$ cat config.mk
export PLATFORM = sky130hd
export DESIGN_NAME = torus_array_seq
export DESIGN_NICKNAME = d
export VERILOG_FILES = /design/src/rtl/torus_array_seq.sv
export SDC_FILE = /design/constraint.sdc
export NUM_CORES = 1
export LEC_CHECK = 0
export BUFFER_PORTS_ARGS = -buffer_cell sky130_fd_sc_hd__buf_4
export CAP_MARGIN = 40
export CORE_ASPECT_RATIO = 0.5
export CORE_MARGIN = 10
export CORE_UTILIZATION = 62
export CTS_BUF_LIST = sky130_fd_sc_hd__clkbuf_16
export DETAILED_ROUTE_END_ITERATION = 12
export PLACE_DENSITY_LB_ADDON = 0.25
export SYNTH_ARGS = -nofsm -noshare
export SYNTH_HDL_FRONTEND = slang
export SYNTH_SLANG_ARGS = --single-unit
$ cat constraint.sdc
create_clock -name clk_i -period 7.3 [get_ports clk_i]
set_clock_uncertainty 0.15 [all_clocks]
set_input_delay 2.19 -clock clk_i [delete_from_list [all_inputs] [get_ports clk_i]]
set_output_delay 2.19 -clock clk_i [all_outputs]
set_load 0.05 [all_outputs]
$ cat src/rtl/torus_array_seq.sv
// torus_array_seq: job sequencer for an N_p x N_p weight-stationary systolic
// array. Each job first loads N_p B rows, then streams M A vectors. It
// generates skewed per-row A enables and per-column partial-sum valid strobes,
// waits for the array to drain, and then pulses done.
//
// Ports:
//   clk_i, reset          clock, asynchronous active-high reset
//   start_v_i/num_rows_i  job request and its A-row count M (captured on accept)
//   start_ready_o         sequencer idle and able to take a job
//   b_v_i/b_yumi_o        B-row source handshake; load_b_o mirrors b_yumi_o
//   a_v_i/a_yumi_o        A-vector source handshake
//   a_lane_en_o           per-row skewed A enables
//   ps_v_o                per-column partial-sum valid strobes
//   busy_o, done_o        job in progress / one-cycle completion pulse
module torus_array_seq #(
  parameter int unsigned N_p          = 4,
  parameter int unsigned rows_width_p = 16
) (
  input  logic                    clk_i,
  input  logic                    reset,
  input  logic                    start_v_i,
  input  logic [rows_width_p-1:0] num_rows_i,
  output logic                    start_ready_o,
  input  logic                    b_v_i,
  output logic                    b_yumi_o,
  output logic                    load_b_o,
  input  logic                    a_v_i,
  output logic                    a_yumi_o,
  output logic [N_p-1:0]          a_lane_en_o,
  output logic [N_p-1:0]          ps_v_o,
  output logic                    busy_o,
  output logic                    done_o
);

  localparam int unsigned acc_w   = 2 * N_p;
  localparam int unsigned b_cnt_w = $clog2(N_p);

  localparam logic [2:0] st_idle   = 3'd0;
  localparam logic [2:0] st_load_b = 3'd1;
  localparam logic [2:0] st_stream = 3'd2;
  localparam logic [2:0] st_drain  = 3'd3;
  localparam logic [2:0] st_done   = 3'd4;

  logic [2:0]              state_q,   state_d;
  logic [b_cnt_w-1:0]      b_cnt_q,   b_cnt_d;
  logic [rows_width_p-1:0] row_cnt_q, row_cnt_d;
  logic [rows_width_p-1:0] m_q,       m_d;
  logic [acc_w-1:0]        acc_sr_q,  acc_sr_d;

  logic start_rdy_c;
  logic b_take_c;
  logic a_take_c;
  logic done_c;

  // Next-state, counters and handshakes
  always_comb begin
    state_d     = state_q;
    b_cnt_d     = b_cnt_q;
    row_cnt_d   = row_cnt_q;
    m_d         = m_q;
    start_rdy_c = 1'b0;
    b_take_c    = 1'b0;
    a_take_c    = 1'b0;
    done_c      = 1'b0;

    case (state_q)
      st_idle: begin
        start_rdy_c = 1'b1;
        if (start_v_i) begin
          m_d       = num_rows_i;
          b_cnt_d   = '0;
          row_cnt_d = '0;
          state_d   = st_load_b;
        end
      end
      st_load_b: begin
        b_take_c = b_v_i;
        if (b_v_i) begin
          if (b_cnt_q == b_cnt_w'(N_p - 1)) begin
            state_d = (m_q != '0) ? st_stream : st_done;
          end else begin
            b_cnt_d = b_cnt_q + b_cnt_w'(1);
          end
        end
      end
      st_stream: begin
        // m_q is nonzero here, so m_q - 1 cannot underflow
        a_take_c = a_v_i;
        if (a_v_i) begin
          if (row_cnt_q == m_q - rows_width_p'(1)) begin
            state_d = st_drain;
          end else begin
            row_cnt_d = row_cnt_q + rows_width_p'(1);
          end
        end
      end
      st_drain: begin
        if (acc_sr_q == '0) state_d = st_done;
      end
      st_done: begin
        done_c  = 1'b1;
        state_d = st_idle;
      end
      default: state_d = st_idle;
    endcase

    // Accept history shifts every cycle; bubbles enter as zeros
    acc_sr_d = {acc_sr_q[acc_w-2:0], a_take_c};
  end

  always_ff @(posedge clk_i or posedge reset) begin
    if (reset) begin
      state_q   <= st_idle;
      b_cnt_q   <= '0;
      row_cnt_q <= '0;
      m_q       <= '0;
      acc_sr_q  <= '0;
    end else begin
      state_q   <= state_d;
      b_cnt_q   <= b_cnt_d;
      row_cnt_q <= row_cnt_d;
      m_q       <= m_d;
      acc_sr_q  <= acc_sr_d;
    end
  end

  // Every output is forced low while reset is asserted
  assign start_ready_o = start_rdy_c & ~reset;
  assign b_yumi_o      = b_take_c & ~reset;
  assign load_b_o      = b_take_c & ~reset;
  assign a_yumi_o      = a_take_c & ~reset;
  assign a_lane_en_o   = reset ? '0 : acc_sr_q[N_p-1:0];
  assign ps_v_o        = reset ? '0 : acc_sr_q[acc_w-1:N_p];
  assign busy_o        = (state_q != st_idle) & ~reset;
  assign done_o        = done_c & ~reset;

endmodule
==> impl_metrics.json <==
{
  "setup_viol": 0,
  "powerDensity_nw_per_um2": 366,
  "yosys.area.top_type": "dfrtp_1",
  "dp_hpwl_um": 4500,
  "relSlewSlack_pct": 43.8,
  "grt_max_degree": 46,
  "fin_nets": 354,
  "total_power_mw": 1.15,
  "hold_end": "acc_sr_q[5]$_DFF_PP0_",
  "clock_path_buffers": 2,
  "antenna_found_initial": 0,
  "ys_seq_area_share_pct": 41.0,
  "grt_pass1_wl_um": 11100,
  "synth.area.top_cells": "dfrtp_1, nand2_1, xnor2_1, nand3_1, nand4_1",
  "drv_slew": 0,
  "drive_gt1_share_pct": 19.4,
  "num_vias": 2376,
  "place.gp.congestion": 0.907,
  "grt_pass1_vias": 2269,
  "hold_depth": 0,
  "cts_made_buffers": 5,
  "final_area_um2": 3140,
  "layoutNonFillerInstCount": 384,
  "area_delta_synth_final_pct": 14.3,
  "drt_iter0_markers": 190,
  "dr_wl_met3_um": 465,
  "ys.flop_type": "dfrtp_1",
  "path_clk_slew_ns": 0.06,
  "die_h_um": 67.1,
  "globalRoute.totalOverflow": 0,
  "start_util_pct": 67.3,
  "routed_wl_um": 6520,
  "top_layer_used": "met4",
  "cts_hold_repair.buffers": 0,
  "period_share_pct": 71.4,
  "critPathRequiredTime_ns": 4.96,
  "htreeDepth": 2,
  "wl_met1_um": 3030,
  "cp.arrival_ns": 2.87,
  "r2r_cells": 10,
  "worstReg2RegEnd": "row_cnt_q[14]$_DFFE_PP0P_",
  "r2r_setup_slack_ns": 4.10,
  "async_flop_share_pct": 100,
  "place_inst": 376,
  "utilization_pct": 76.9,
  "clockRootBuffer": "clkbuf_16",
  "place_area_um2": 2970,
  "grt_use_total_pct": 17.7,
  "cp-start-kind": "primary input",
  "synth_edf_count": 0,
  "drc": 0,
  "antenna_cells": 0,
  "tns_ns": 0,
  "cts.sinks": 45,
  "ir_worst_vdd_uv": 224,
  "cts_tree": "done",
  "finalHoldViolCount": 0,
  "drv_cap": 0,
  "cts-resized-gates": 0,
  "tightest_slew_ns": 0.836,
  "r2r-start": "m_q[1]$_DFFE_PP0P_",
  "hold_start": "acc_sr_q[4]$_DFF_PP0_",
  "wl_met2_um": 2910,
  "io_buffers": 34,
  "netlist_area_um2": 2750,
  "die_w_um": 114,
  "fp.coreArea_um2": 4080,
  "std_cell_rows": 16,
  "syn_nets": 331,
  "vias_per_cell": 6.19,
  "ioPinCount": 35,
  "timing.fmax_mhz": 192,
  "power_leakage_nw": 1.39,
  "clk_latency_ns": 0.29,
  "wl_per_cell_um": 17.0,
  "synth_cells": 306,
  "outcome": "finished clean",
  "die_area_um2": 7660,
  "rsz0062_at_grt": "no",
  "fin_crit_ns": 5.21,
  "critical_path_class": "primary input to output port",
  "drtPass1Iterations": 4,
  "synth.distinct_cells": 51,
  "critPathCaptureType": "output port",
  "synth_area_per_cell_um2": 8.98,
  "yosysTopAreaCellShare_pct": 41.0,
  "path_max_fanout": 14,
  "post_cts.repair.setup_buffers": 0,
  "yosysWarnings": 0,
  "synth_seq_cells": 45,
  "hp-class": "register to register",
  "antenna_left": 0
}
synthesized netlist by cell type, types with 4 or more instances:
cell type  count
o211ai_1       6
nand4_1       10
and3_1         4
o21ai_0        8
nor2b_1        9
or3_1          9
or4_1          7
nor4_1         7
a21oi_2        6
nand3_1       15
nor3_1         9
inv_1          7
xor2_1         6
nand2_1       57
ha_1           4
xnor2_1       15
o21ai_2        5
clkbuf_1      11
o31ai_1        4
nor2_1         8
a21oi_1        4
dfrtp_1       45
metrics by stage:
step / hold slack, ns / setup WS (ns)
floorplan: 0.217 / 0.947
finish: 0.250 / 2.09
CTS: 0.253 / 2.08
detailed placement: 0.239 / 2.09
global placement: 0.235 / 2.13
global route: 0.263 / 2.05
placed cells by master, fill, tap and decap left out, drive strengths merged, types with 2 or more instances in the layout:
| cell | count |
|---|---|
| o31ai | 4 |
| nor2 | 8 |
| xnor2 | 15 |
| dfrtp | 45 |
| a21oi | 10 |
| or2 | 2 |
| nor4 | 8 |
| mux2i | 2 |
| and2 | 3 |
| inv | 7 |
| nand3 | 15 |
| clkbuf | 5 |
| buf | 37 |
| nand4b | 2 |
| nor4b | 3 |
| nor3 | 9 |
| o211ai | 6 |
| nand2 | 57 |
| o221ai | 3 |
| nand2b | 3 |
| o21ai | 15 |
| or3 | 9 |
| and3 | 4 |
| a31oi | 3 |
| xor2 | 6 |
| nor2b | 9 |
| nor3b | 2 |
| ha | 4 |
| nand4 | 10 |
| nand3b | 2 |
| or4 | 9 |
state kept, by name, indices dropped and copies added (netlist names):
register / cells
m_q: 16
row_cnt_q: 16
acc_sr_q: 8
state_q: 3
b_cnt_q: 2
worst max path at each step:
stage               end  start  cells after the start
2_1_floorplan    done_o  reset                      2
3_3_place_gp     done_o  reset                      3
3_5_place_dp     done_o  reset                      3
4_1_cts          done_o  reset                      3
5_1_grt        a_yumi_o  a_v_i                      4
6_report         done_o  reset                      3
routing by layer:
layer / global-route usage (%) / vias to the layer above
met5: 0 / -
met4: 7.14 / 0
met3: 4.83 / 14
met2: 26.7 / 81
met1: 23.5 / 1133
li1: - / 1148
final cells by class:
type | count | area (µm²)
tap | 54 | 67.6
multi-input combinational | 233 | 1470
fill | 299 | 942
clock inverter | 3 | 46.3
clock buffer | 5 | 125
timing repair buffer | 37 | 278
inverter | 7 | 26.3
sequential | 45 | 1130
logic make-up after synthesis:
| logic type | share of synthesized area, % |
|---|---|
| simple gates | 31.9 |
| compound gates | 12.3 |
| flops | 41.0 |
| buf+inv | 5.60 |
| xor+xnor | 6.69 |
| fa+ha+maj | 1.82 |
| mux | 0.729 |
worst max-delay path: stages:
cell and delay (ns):
buf_4 0.16, nor4b_1 0.27, buf_4 0.26
power breakdown:
group,total [mW],switching (mW),internal [mW]
Sequential,0.431,0.113,0.317
Clock,0.262,0.100,0.162
Combinational,0.459,0.275,0.184
(Power assumes the default switching activity.)
